**config.mk**
```make
export PLATFORM = sky130hd
export DESIGN_NAME = tmds_encoder_dvi
export DESIGN_NICKNAME = d
export VERILOG_FILES = /design/src/rtl/tmds_pkg.sv /design/src/rtl/tmds_encoder_dvi_popcount8.sv /design/src/rtl/tmds_encoder_dvi.sv
export SDC_FILE = /design/constraint.sdc
export NUM_CORES = 1
export LEC_CHECK = 0
export ABC_AREA = 1
export CORE_MARGIN = 10
export CORE_UTILIZATION = 44
export CTS_BUF_LIST = sky130_fd_sc_hd__clkbuf_4 sky130_fd_sc_hd__clkbuf_8 sky130_fd_sc_hd__clkbuf_16
export DETAILED_ROUTE_END_ITERATION = 10
export DONT_BUFFER_PORTS = 1
export MAX_ROUTING_LAYER = met4
export PLACE_DENSITY_LB_ADDON = 0.1
export SLEW_MARGIN = 10
export SYNTH_ARGS = -nofsm -noshare
export SYNTH_HDL_FRONTEND = slang
export SYNTH_SLANG_ARGS = --single-unit
```
**constraint.sdc**
```tcl
create_clock -name clk_pix -period 6.52 [get_ports clk_pix]
set_input_delay 1.63 -clock clk_pix [delete_from_list [all_inputs] [get_ports clk_pix]]
set_output_delay 1.63 -clock clk_pix [all_outputs]
set_load 0.02 [all_outputs]
```
**src/rtl/tmds_pkg.sv**
```systemverilog
// Shared constants for the DVI TMDS channel encoder: symbol/disparity widths
// and the four fixed control-period symbols.
package tmds_pkg;

  localparam int SYM_W = 10;
  localparam int CNT_W = 6;

  localparam logic [SYM_W-1:0] TMDS_CTRL_00 = 10'h354;
  localparam logic [SYM_W-1:0] TMDS_CTRL_01 = 10'h0AB;
  localparam logic [SYM_W-1:0] TMDS_CTRL_10 = 10'h154;
  localparam logic [SYM_W-1:0] TMDS_CTRL_11 = 10'h2AB;

  function automatic logic [SYM_W-1:0] ctrl_symbol(input logic [1:0] c);
    logic [SYM_W-1:0] sym;
    case (c)
      2'b00:   sym = TMDS_CTRL_00;
      2'b01:   sym = TMDS_CTRL_01;
      2'b10:   sym = TMDS_CTRL_10;
      default: sym = TMDS_CTRL_11;
    endcase
    return sym;
  endfunction

endpackage

```
**src/rtl/tmds_encoder_dvi_popcount8.sv**
```systemverilog
// Combinational population count of an 8-bit vector (result 0..8).
module popcount8 (
  input  logic [7:0] bits,
  output logic [3:0] count
);

  always_comb begin
    count = 4'd0;
    for (int i = 0; i < 8; i++) begin
      count = count + {3'b000, bits[i]};
    end
  end

endmodule

```
**src/rtl/tmds_encoder_dvi.sv**
```systemverilog
// One DVI TMDS colour channel: stage 1 transition-minimises the byte, stage 2
// DC-balances it against the running disparity. Two-cycle fixed latency.
module tmds_encoder_dvi
  import tmds_pkg::*;
(
  input  logic             clk_pix,
  input  logic             rst_pix,
  input  logic             de,
  input  logic [7:0]       din,
  input  logic [1:0]       ctrl,
  output logic [SYM_W-1:0] tmds
);

  // ---------------- stage 1: transition minimisation ----------------
  logic [3:0] n1d;
  logic       use_xnor;
  logic [8:0] q_m_d, q_m_q;
  logic       de_d, de_q;
  logic [1:0] ctrl_d, ctrl_q;

  popcount8 u_pop_din (
    .bits  (din),
    .count (n1d)
  );

  always_comb begin
    use_xnor = (n1d > 4'd4) || ((n1d == 4'd4) && !din[0]);
    q_m_d    = 9'd0;
    q_m_d[0] = din[0];
    for (int i = 1; i < 8; i++) begin
      q_m_d[i] = use_xnor ? ~(q_m_d[i-1] ^ din[i]) : (q_m_d[i-1] ^ din[i]);
    end
    q_m_d[8] = ~use_xnor;
    de_d     = de;
    ctrl_d   = ctrl;
  end

  always_ff @(posedge clk_pix or posedge rst_pix) begin
    if (rst_pix) begin
      q_m_q  <= 9'd0;
      de_q   <= 1'b0;
      ctrl_q <= 2'b00;
    end else begin
      q_m_q  <= q_m_d;
      de_q   <= de_d;
      ctrl_q <= ctrl_d;
    end
  end

  // ---------------- stage 2: DC balance ----------------
  logic [3:0]              n1q, n0q;
  logic signed [CNT_W-1:0] disp_qm;
  logic signed [CNT_W-1:0] cnt_d, cnt_q;
  logic [SYM_W-1:0]        tmds_d, tmds_q;
  logic                    qm8;

  popcount8 u_pop_qm (
    .bits  (q_m_q[7:0]),
    .count (n1q)
  );

  assign n0q     = 4'd8 - n1q;
  assign qm8     = q_m_q[8];
  // Ones minus zeros of the byte; counts are widened unsigned before subtracting.
  assign disp_qm = $signed({2'b00, n1q}) - $signed({2'b00, n0q});

  always_comb begin
    cnt_d  = cnt_q;
    tmds_d = tmds_q;
    if (!de_q) begin
      cnt_d  = '0;
      tmds_d = ctrl_symbol(ctrl_q);
    end else if ((cnt_q == 0) || (n1q == n0q)) begin
      tmds_d = {~qm8, qm8, qm8 ? q_m_q[7:0] : ~q_m_q[7:0]};
      cnt_d  = qm8 ? (cnt_q + disp_qm) : (cnt_q - disp_qm);
    end else if (((cnt_q > 0) && (n1q > n0q)) || ((cnt_q < 0) && (n0q > n1q))) begin
      // Inverting the byte pulls disparity back toward zero.
      tmds_d = {1'b1, qm8, ~q_m_q[7:0]};
      cnt_d  = cnt_q + (qm8 ? 6'sd2 : 6'sd0) - disp_qm;
    end else begin
      tmds_d = {1'b0, qm8, q_m_q[7:0]};
      cnt_d  = cnt_q + disp_qm - (qm8 ? 6'sd0 : 6'sd2);
    end
  end

  always_ff @(posedge clk_pix or posedge rst_pix) begin
    if (rst_pix) begin
      cnt_q  <= '0;
      tmds_q <= TMDS_CTRL_00;
    end else begin
      cnt_q  <= cnt_d;
      tmds_q <= tmds_d;
    end
  end

  assign tmds = tmds_q;

endmodule

```
Word level (Yosys, flattened, before mapping). Index checks and enable logic that the tools add are counted.

ROM bits: 0. Memories kept: 0. Input bits: 13. Word-level logic and storage cells: 79. Memory bits (writable): 0. Output and inout bits: 10. Latch bits: 0. Register bits after elaboration: 28.

Bitwise operators: 17. Div/mod/pow operators: 0. $add $sub $neg: 21. Reduce and logical (&&, ||, !) cells: 9. Equal/unequal tests: 4. Muxes and demuxes: 18. $mul: 0. $lt $le $gt $ge: 5. Shifts and indexed selects: 0.

Operators by type and width (count): adder 4 x 1 -> 4 bit (12); logical NOT 32 bit (1); 2-to-1 mux 10 bit (3); case mux 10 bit (3 select lines) (1); 2-to-1 mux 6 bit (4); subtractor 6 x 5 -> 6 bit (2); NOT 1 bit (9); > comparator 4 bit (2); 2-to-1 mux 8 bit (1); NOT 8 bit (1); 2-to-1 mux 1 bit (7); bitwise XOR 1 bit (7); adder 6 x 3 -> 6 bit (1); adder 6 x 5 -> 6 bit (1); > comparator 6 x 1 -> 1 bit, second input constant (1); less-than comparator 6 x 1 -> 1 bit, second input constant (1); subtractor 6 x 3 -> 6 bit (1); subtractor 4 x 4 -> 5 bit (1); adder 1 x 1 -> 2 bit (2); == test 4 x 3 -> 1 bit, second input constant (1); == test 4 bit (1); > comparator 4 x 3 -> 1 bit, second input constant (1); 2-to-1 mux 2 bit (2); subtractor 4 bit, first input constant (1); other kinds (6) (10).

Longest topological paths before layout. Gate-level depths: netlist of run 1.

Word-level depth: 29. Mapped depth: 31. Mapped depth without buffers: 31.

Hierarchy. Synthesis of run 1 repeated with hierarchy kept, for this count alone.

Cells, all modules: 349. Area, all modules: 2686.3 sq um.

Modules (own cells, without submodules): tmds_encoder_dvi (cells an instance 291, sequential area each 706.9 sq um, area an instance 2283.4 sq um, instances 1); popcount8 (cells an instance 29, sequential area each 0.0 sq um, area an instance 201.4 sq um, instances 2).

Worst setup path after synthesis of run 1. OpenSTA, ideal clock, no wires.

Path kind: flip-flop to flip-flop. Start point: reg q_m_q[0]. End point: reg cnt_q[5]. Setup slack: 1.552 ns. Clock period less this slack: 4.968 ns. Stages on the path, launching flop included: 24. Buffers on the path: 0. Arrival time: 4.852 ns. Setup time: 0.115 ns. Required time: 6.405 ns. Cell sequence: dfrtp_1 > ha_1 > inv_1 > fa_1 > fa_1 > fa_1 > fa_1 > nand2_1 > ha_1 > inv_1 > nand2_1 > nand2_2 > nand2_4 > o211ai_1 > ha_1 > fa_1 > nand2_1 > o21ai_0 > xnor2_1 > nand2_1 > nand3_1 > nand2_1 > nor2_1 > nor2_1.

Cells in the longest elaborated chain, start to end: 14. Elaborated cells between the ends (all ways): 24. Those cells by class: 13 x add/sub; 2 x order compare; 1 x eq/ne; 4 x mux; 4 x reduce/logical.

Ends and longest elaborated chain: from (decl) (RTL line tmds_encoder_dvi.sv:17) `logic [8:0] q_m_d, q_m_q;`; from (signal assigned) (RTL line tmds_encoder_dvi.sv:44) `q_m_q <= q_m_d;`; adder 1 x 1 -> 2 bit * (RTL line tmds_encoder_dvi_popcount8.sv:10) `count = count + {3'b000, bits[i]};`; adder 4 x 1 -> 4 bit * (6 in a row) (RTL line tmds_encoder_dvi_popcount8.sv:10); subtractor 4 bit (RTL line tmds_encoder_dvi.sv:62) `assign n0q = 4'd8 - n1q;`; subtractor 4 x 4 -> 5 bit or > comparator 4 bit (tied branches) (RTL line tmds_encoder_dvi.sv:65, tmds_encoder_dvi.sv:76); adder 6 x 5 -> 6 bit or logical AND 1 bit (tied branches) (RTL line tmds_encoder_dvi.sv:75, tmds_encoder_dvi.sv:82, tmds_encoder_dvi.sv:76); subtractor 6 x 3 -> 6 bit or logical OR 1 bit (tied branches) (RTL line tmds_encoder_dvi.sv:82, tmds_encoder_dvi.sv:76); 2-to-1 mux 6 bit (RTL line tmds_encoder_dvi.sv:76) `end else if (((cnt_q > 0) && (n1q > n0q)) || ((cnt_q < 0) && (n0q > n1q))) begin`; 2-to-1 mux 6 bit * (RTL line tmds_encoder_dvi.sv:73) `end else if ((cnt_q == 0) || (n1q == n0q)) begin`; 2-to-1 mux 6 bit * (RTL line tmds_encoder_dvi.sv:70) `if (!de_q) begin`; named net cnt_d[5] (RTL line tmds_encoder_dvi.sv:53) `logic signed [CNT_W-1:0] cnt_d, cnt_q;`; to (signal assigned) (RTL line tmds_encoder_dvi.sv:91) `cnt_q <= cnt_d;`; to (decl) (RTL line tmds_encoder_dvi.sv:53).

The timed path passes the listed nets; every way through them passes the cells marked *.

Final worst setup path of run 1.
Start point: reg q_m_q[1]. End point: reg cnt_q[5].

The elaborated chain is that of the path after synthesis.

==> results of run 1 <==
[worst max-delay path by stage]
stage	from	slack [ps]	endpoint
after floorplan	q_m_q[0]	1550	cnt_q[5]
after global placement	q_m_q[1]	1230	cnt_q[5]
after detailed placement	q_m_q[0]	1170	cnt_q[5]
after CTS	q_m_q[1]	1160	cnt_q[5]
after global routing	q_m_q[0]	740	cnt_q[5]
final	q_m_q[1]	1160	cnt_q[5]
[worst max-delay path: stages, from the launching register on]
cell and delay [ps]:
dfrtp_1 410, ha_1 280, inv_1 50, fa_1 490, fa_1 430, fa_1 410, fa_1 650, nand2_1 150
ha_1 310, inv_1 50, nand2_1 70, nand2_2 70, nand2_4 100, o211ai_1 150, ha_1 250, fa_1 580
nand2_1 70, o21ai_0 220, xnor2_1 150, nand2_1 90, nand3_1 100, nand2_1 50, nor2_1 100, nor2_1 50
[sequential cells by signal, indices dropped and copies added, names as in the netlist]
| name | cells |
|---|---|
| tmds | 10 |
| q_m_q | 9 |
| cnt_q | 6 |
| ctrl_q | 2 |
| de_q | 1 |
[synth_stat cells, drive strengths merged]
library cell / number
buf: 2
xor2: 10
dfstp: 5
nand2: 82
clkbuf: 1
o211ai: 3
nor3: 1
fa: 13
ha: 26
nand3b: 1
or2: 1
inv: 58
and2: 1
o21bai: 1
nor2: 14
xnor2: 5
o21ai: 17
a21oi: 10
a31oi: 1
nand3: 27
nand4: 1
dfrtp: 23
[stage by stage]
stage | hold slack [ps] | std cells | utilization (%) | worst slack, ps | instance area (µm²)
detailed placement | 493 | 372 | 46.1 | 1170 | 2510
global placement | 484 | 372 | 46.1 | 1230 | 2510
CTS | 516 | 376 | 47.0 | 1160 | 2560
finish | 500 | 376 | 47.0 | 1160 | 2560
floorplan | 434 | 303 | - | 1550 | 2440
global route | 538 | 376 | 47.0 | 740 | 2560
[cells by family after synthesis]
logic type / count (synthesis)
flops: 28
buf+inv: 61
xor+xnor: 15
compound gates: 32
fa+ha+maj: 39
simple gates: 128
[final cells by class]
type,instances,area [µm²],share of cell area (%)
Inverter,58,218,8.52
Clock buffer,4,48.8,1.91
Sequential cell,28,707,27.7
Multi-Input combinational cell,214,1490,58.4
Tap cell,72,90.1,3.52
[placed cells by master (no fill, tap or decap), types with 2 or more instances in the layout]
cell,n
clkbuf_8,3
xor2_1,7
nand2_4,2
xor2_2,3
nand3_1,27
o21ai_1,2
inv_1,55
dfstp_2,5
nand2_2,7
dfrtp_1,23
a21oi_1,10
fa_1,13
nand2_1,73
inv_2,3
xnor2_1,4
o21ai_0,13
nor2_1,14
o211ai_1,3
ha_1,26
[routing by layer]
layer / vias to the layer above / GRT usage [%] / share of wire [%]
met5: - / - / 0
met3: 2 / 2.38 / 3.3
met4: 0 / 2.41 / 0.46
li1: 931 / - / -
met1: 847 / 16.3 / 48
met2: 34 / 20.3 / 48
==> flow_summary.yaml, run 1 <==
clock_network:
  cts_hold_buf: 0
  cts_tree: "built"
  cts_root_buffer: "clkbuf_8"
  htreeDepth: 1
  cts_buffers: 3
  cts_sinks: 28
  ctsResizeCount: 0
  path_clk_slew_ps: 90
  cts.path.max_buffers: 2
  clk-insertion-delay-late_ps: 270
  cts_setup_buffers: 0
worst_setup_path:
  r2r-start: "q_m_q[1]"
  arrival_ps: 5530
  rrSetupSlack_ps: 1160
  cp-start-kind: "flip-flop"
  crit_fanout: 7
  reg2reg_to: "cnt_q[5]"
  cp.required_ps: 6690
  cp-end-kind: "flip-flop"
  crit_type: "flip-flop to flip-flop"
  r2r_cells: 23
yosys:
  syn_inst: 303
  ys_seq_elements: 28
  synthesis.area_um2: 2440
  synthSimpleGateAreaFrac_pct: 22.9
  synth.avg_cell_area_um2: 8.04
  synth_top_family_by_area: "adder cells"
  synthTopCellsByArea: "dfrtp_1 24%, ha_1 13%, nand2_1 11%"
  ys_seq_area_share_pct: 29.0
  syn_nets: 355
  ys_warn_count: 0
  synth_top_area_share_pct: 23.6
  synth_mux_area_share_pct: 0
  synthAdderAreaFrac_pct: 24.0
  synth_cell_type_count: 31
  synthXorXnorAreaFrac_pct: 6.62
  synth_compound_area_share_pct: 7.65
  synth_largest_area_cell: "dfrtp_1"
sta:
  relSlewSlack_pct: 31.3
  setup_viol: 0
  fin_skew_ps: 5.97
  fmax_ghz: 0.187
  tns_ps: 0
  period_share_pct: 82.2
  final-max-slew-violation-count: 0
  min_period_ps: 5360
  rsz0062_at_grt: "false"
  worstMarginPinSlew_ps: 1030
  timing_hold_violations_final: 0
final_layout:
  n_antenna_cell: 0
  fillers: 556
  final_layout_size_suffix_gt1_share_pct: 9.21
  fin_nets: 357
  syn_to_final_growth_pct: 4.88
drt:
  ant_nets: 0
  vias_per_cell: 4.82
  vias: 1814
  drcViolationCount: 0
  wl_per_cell_um: 13.4
  detail_route.iter0.violations: 101
  totalWireLength_um: 5050
  first_pass_iters: 4
floorplan:
  initial_core_util_pct: 44.8
  die_x_um: 94.4
  die_h_um: 94.4
  dieArea_um2: 8920
  io_pins: 23
  core_um2: 5440
  num_rows: 27
grt:
  grt-ovfl-total: 0
  grt_usage_pct: 12.6
  grt_pass1_wl_um: 8740
  antenna_found_initial: 0
  first_global_vias: 1845
  grt_max_degree: 29
hold_path:
  hold_depth: 2
  min_to: "cnt_q[0]"
  hold_class: "flip-flop to flip-flop"
  min-delay-start: "cnt_q[0]"
run_status:
  outcome: "completed"
placed_design:
  gp_congestion: 0.903
  io_buffers: 0
  dp_hpwl_um: 4180
job:
  maxCapViolCount: 0
Power of run 1 is left out: the tool's default activity adds up to more than one toggle a clock period on the data nets, which glitch-free logic cannot reach.
==> run 2: changes to the inputs <==
==> constraint.sdc (replaced) <==
create_clock -name clk_pix -period 4.85 [get_ports clk_pix]
set_input_delay 1.2125 -clock clk_pix [delete_from_list [all_inputs] [get_ports clk_pix]]
set_output_delay 1.2125 -clock clk_pix [all_outputs]
set_load 0.02 [all_outputs]
==> flow_summary.yaml, run 2 (synthesis gave the netlist of run 1 again) <==
clock_network:
  clk-insertion-delay-late_ps: 280
  htreeDepth: 1
  cts_root_buffer: "clkbuf_8"
  path_clk_slew_ps: 110
  cts.path.max_buffers: 2
  cts_tree: "built"
  cts_buffers: 3
  cts_sinks: 28
final_layout:
  design_area_um2: 2770
  fillers: 496
  fin_nets: 375
  syn_to_final_growth_pct: 13.8
  final_layout_size_suffix_gt1_share_pct: 21.1
  n_antenna_cell: 0
  final_common_cell: "nand2_1"
  fin_util_pct: 51.0
  final_cell_mix: "69 x nand2_1, 53 x inv_1, 26 x nand3_1, 23 x dfrtp_1, 21 x ha_1"
  largest_register_ffs: 10
sta:
  setup_viol: 1
  period_share_pct: 102
  final-max-slew-violation-count: 0
  fin_hold_ws_ps: 472
  fin_skew_ps: 19.8
  setup_slack_ps: -101
  relSlewSlack_pct: 31.0
  timing_hold_violations_final: 0
  fmax_ghz: 0.202
  worstMarginPinSlew_ps: 1030
  min_period_ps: 4950
  rsz0062_at_grt: "true"
floorplan:
  die_h_um: 94.4
  core_um2: 5440
  num_rows: 27
  dieArea_um2: 8920
  die_x_um: 94.4
  initial_core_util_pct: 44.8
  io_pins: 23
grt:
  first_global_vias: 1929
  grt_usage_pct: 12.7
  grt_pass1_wl_um: 8920
  grt-ovfl-total: 0
  grt_max_degree: 29
  antenna_found_initial: 0
run_status:
  violations: "setup timing"
  outcome: "complete, but fails checks"
worst_setup_path:
  slowest_delay_ps: 570
  crit_fanout: 3
  cp.required_ps: 5040
  worst_path_max_delay_cell: "fa_2"
  crit_chain: "ha_1, inv_2, fa_1, fa_1, fa_2, fa_2, nand2_2, ha_4, inv_2, nand2_2, nand2_2, nand2_4, o211ai_1, ha_2, fa_2, nand2_2, o21ai_2, xnor2_1, nand2_1, nand3_1, nand2_1, nor2_2, nor2_1"
  crit_type: "flip-flop to flip-flop"
  cp-end-kind: "flip-flop"
  arrival_ps: 5140
  path_common_cell: "nand2_2"
  cp-start-kind: "flip-flop"
placed_design:
  place_area_um2: 2630
  io_buffers: 0
  dp_slack_ps: -186
  gp_congestion: 0.858
  dp_hpwl_um: 4190
drt:
  vias: 1873
  drcViolationCount: 0
  wl_met3_um: 158
  wl_per_cell_um: 12.9
  detail_route.iter0.violations: 83
  first_pass_iters: 4
  wl_met1_um: 2420
  totalWireLength_um: 5100
  ant_nets: 0
  vias_per_cell: 4.75
  met2_length_um: 2490
  top_layer: "met4"
hold_path:
  hold_class: "flip-flop to flip-flop"
job:
  maxCapViolCount: 0
==> run 2: cell type report <==
| type | instances | area [µm²] | share of cell area [%] |
|---|---|---|---|
| Clock buffer | 4 | 48.8 | 1.76 |
| Inverter | 58 | 218 | 7.85 |
| Multi-Input combinational cell | 214 | 1570 | 56.8 |
| Sequential cell | 28 | 707 | 25.5 |
| Tap cell | 72 | 90.1 | 3.25 |
| Timing Repair Buffer | 18 | 135 | 4.87 |
==> run 2: routing by layer <==
metal  vias up  global-route usage (%)
met4         0                    2.66
met1       874                    16.2
met5         -                       -
li1        970                       -
met3         2                    1.82
met2        27                    20.8
==> run 2: worst paths after layout <==
kind / start / slack, ps / end / cells after the start
worst max-delay path: q_m_q[0] / -100 / cnt_q[5] / 23
worst min-delay path: cnt_q[0] / 470 / cnt_q[0] / 2
worst max register to register: q_m_q[0] / -100 / cnt_q[5] / 23
worst min register to register: cnt_q[0] / 470 / cnt_q[0] / 2
max in group asynchronous: rst_pix / 3150 / cnt_q[0] / 1
min in group asynchronous: rst_pix / 1060 / ctrl_q[1] / 1
==> run 2: what timing repair did <==
action | in CTS | in global routing
endpoints found under the setup margin | 2 | 3
buffers inserted | 3 | 2
gates cloned | 0 | 0
hold buffers | 0 | 0
gates resized for setup | 9 | 9
pin swaps | 18 | 5
==> run 2: stage by stage <==
stage,setup TNS [ps],instances
6_report,-101,394
5_1_grt,-583,394
4_1_cts,-211,392
3_5_place_dp,-231,385
3_3_place_gp,-126,385
2_1_floorplan,-14.8,303
==> run 2: critical path, delay by kind of cell (launching register included) <==
family                   cells  cell delay [ps]
adder cells (fa/ha/maj)      8             3250
AND/OR/NAND/NOR             10              740
AO/OA/AOI/OAI                2              280
buffers and inverters        2               80
flip-flops                   1              400
XOR/XNOR                     1              130
Power of run 2 is left out for the same reason.
==> run 3: changes to the inputs <==
--- a/config.mk
+++ b/config.mk
@@ -6,7 +6,7 @@
 export NUM_CORES = 1
 export LEC_CHECK = 0
 export ABC_AREA = 1
-export CORE_MARGIN = 10
+export CORE_MARGIN = 1
 export CORE_UTILIZATION = 44
 export CTS_BUF_LIST = sky130_fd_sc_hd__clkbuf_4 sky130_fd_sc_hd__clkbuf_8 sky130_fd_sc_hd__clkbuf_16
 export DETAILED_ROUTE_END_ITERATION = 10
==> flow_summary.yaml, run 3 (synthesis gave the netlist of run 1 again) <==
run_status:
  outcome: "complete, but fails checks"
  violations: "setup timing"
worst_setup_path:
  crit_family: "adder cells"
  cp-end-kind: "flip-flop"
  slowest_delay_ps: 590
  cp-start-kind: "flip-flop"
  worst_path_max_delay_cell: "fa_2"
  critPathBufInv: 2
  cp.required_ps: 5020
  crit_chain: "ha_1, inv_2, fa_1, fa_1, fa_2, fa_2, nand2_2, ha_4, inv_2, nand2_2, nand2_2, nand2_4, o211ai_1, ha_2, fa_1, nand2_1, o21ai_1, xnor2_1, nand2_1, nand3_1, nand2_1, nor2_1, nor2_1"
  crit_type: "flip-flop to flip-flop"
  arrival_ps: 5020
  crit_fanout: 3
drt:
  detail_route.iter0.violations: 85
  totalWireLength_um: 4900
  drcViolationCount: 0
  vias: 1875
  first_pass_iters: 4
  wl_per_cell_um: 12.5
  ant_nets: 0
  vias_per_cell: 4.80
clock_network:
  path_clk_slew_ps: 100
  cts_buffers: 3
  cts_sinks: 28
  cts_tree: "built"
  htreeDepth: 1
  cts.path.max_buffers: 2
  clk-insertion-delay-late_ps: 270
  cts_root_buffer: "clkbuf_8"
placed_design:
  gp_congestion: 0.867
  dp_hpwl_um: 3950
  place_area_um2: 2620
  io_buffers: 0
  dp_cells: 383
floorplan:
  core_um2: 5200
  die_h_um: 76.4
  num_rows: 26
  initial_core_util_pct: 46.8
  io_pins: 23
  die_x_um: 76.4
  dieArea_um2: 5840
sta:
  timing_hold_violations_final: 0
  fin_skew_ps: 3.28
  worstMarginPinSlew_ps: 590
  setup_viol: 1
  min_period_ps: 4850
  final-max-slew-violation-count: 0
  setup_slack_ps: -0.495
  period_share_pct: 100
  relSlewSlack_pct: 60.3
  rsz0062_at_grt: "true"
  fmax_ghz: 0.206
final_layout:
  fin_nets: 374
  ff_latch_area_um2: 707
  final_layout_size_suffix_gt1_share_pct: 18.7
  largest_register_ffs: 10
  syn_to_final_growth_pct: 12.5
  design_area_um2: 2740
  n_antenna_cell: 0
  final_common_cell: "nand2_1"
  instances_no_fill: 391
  final_cell_mix: "71 x nand2_1, 51 x inv_1, 26 x nand3_1, 23 x dfrtp_1, 22 x ha_1"
  multiInputGateArea_um2: 1550
  fillers: 517
grt:
  antenna_found_initial: 0
  grt_pass1_wl_um: 8580
  grt_max_degree: 29
  grt-ovfl-total: 0
  grt_usage_pct: 18.9
  first_global_vias: 1879
job:
  maxCapViolCount: 0
hold_path:
  hold_class: "flip-flop to flip-flop"
-- run 3: cell count changes in the layout (fill, tap and decap cells not counted), moves of 2 or more --
cell / previous run / this run
nand2_2: 11 / 9
inv_2: 5 / 7
inv_1: 53 / 51
nand2_1: 69 / 71
-- run 3: routing by layer --
metal,GRT usage (%),vias up,wire length (µm)
met5,-,-,0
met4,3.46,0,22
met3,1.80,2,108
met2,32.8,23,2460
met1,24.2,876,2300
li1,-,974,-
-- run 3: timing repair --
action	4_1_cts	5_1_grt
setup endpoints to repair	2	3
pin swaps	1	3
setup buffers	3	1
gates cloned	0	0
gates resized for setup	2	10
hold buffers	0	0
endpoints found under the hold margin	0	0
-- run 3: stage by stage --
step,util (%),worst slack [ps],hold slack (ps),TNS [ps]
6_report,52.7,-0.495,488,-0.495
5_1_grt,52.7,-296,504,-426
4_1_cts,52.0,-28.4,480,-28.4
3_5_place_dp,50.4,-31.2,457,-40.5
3_3_place_gp,50.4,10.6,451,0
2_1_floorplan,-,-14.8,434,-14.8
-- run 3: layout make-up --
class	count	area share, %
clock buffer	4	2.01
inverter	58	7.94
multi-input combinational	214	56.4
sequential	28	25.8
tap	70	3.19
timing repair buffer	17	4.66
-- run 3: path summary, 6_finish.rpt --
path / endpoint / from / cells after the start / slack (ps)
max in group asynchronous: tmds[2] / rst_pix / 2 / 3650
max reg2reg: cnt_q[5] / q_m_q[1] / 23 / -0.5
min reg2reg: cnt_q[0] / cnt_q[0] / 2 / 490
min in group asynchronous: q_m_q[8] / rst_pix / 2 / 890
max: cnt_q[5] / q_m_q[1] / 23 / -0.5
min: cnt_q[0] / cnt_q[0] / 2 / 490
-- run 3: tightest hold or removal path, delay by kind of cell, from the launching register on --
family	cells	cell delay, ps
buf+inv	1	50
flops	1	360
simple gates	1	50
Power of run 3 is left out for the same reason.
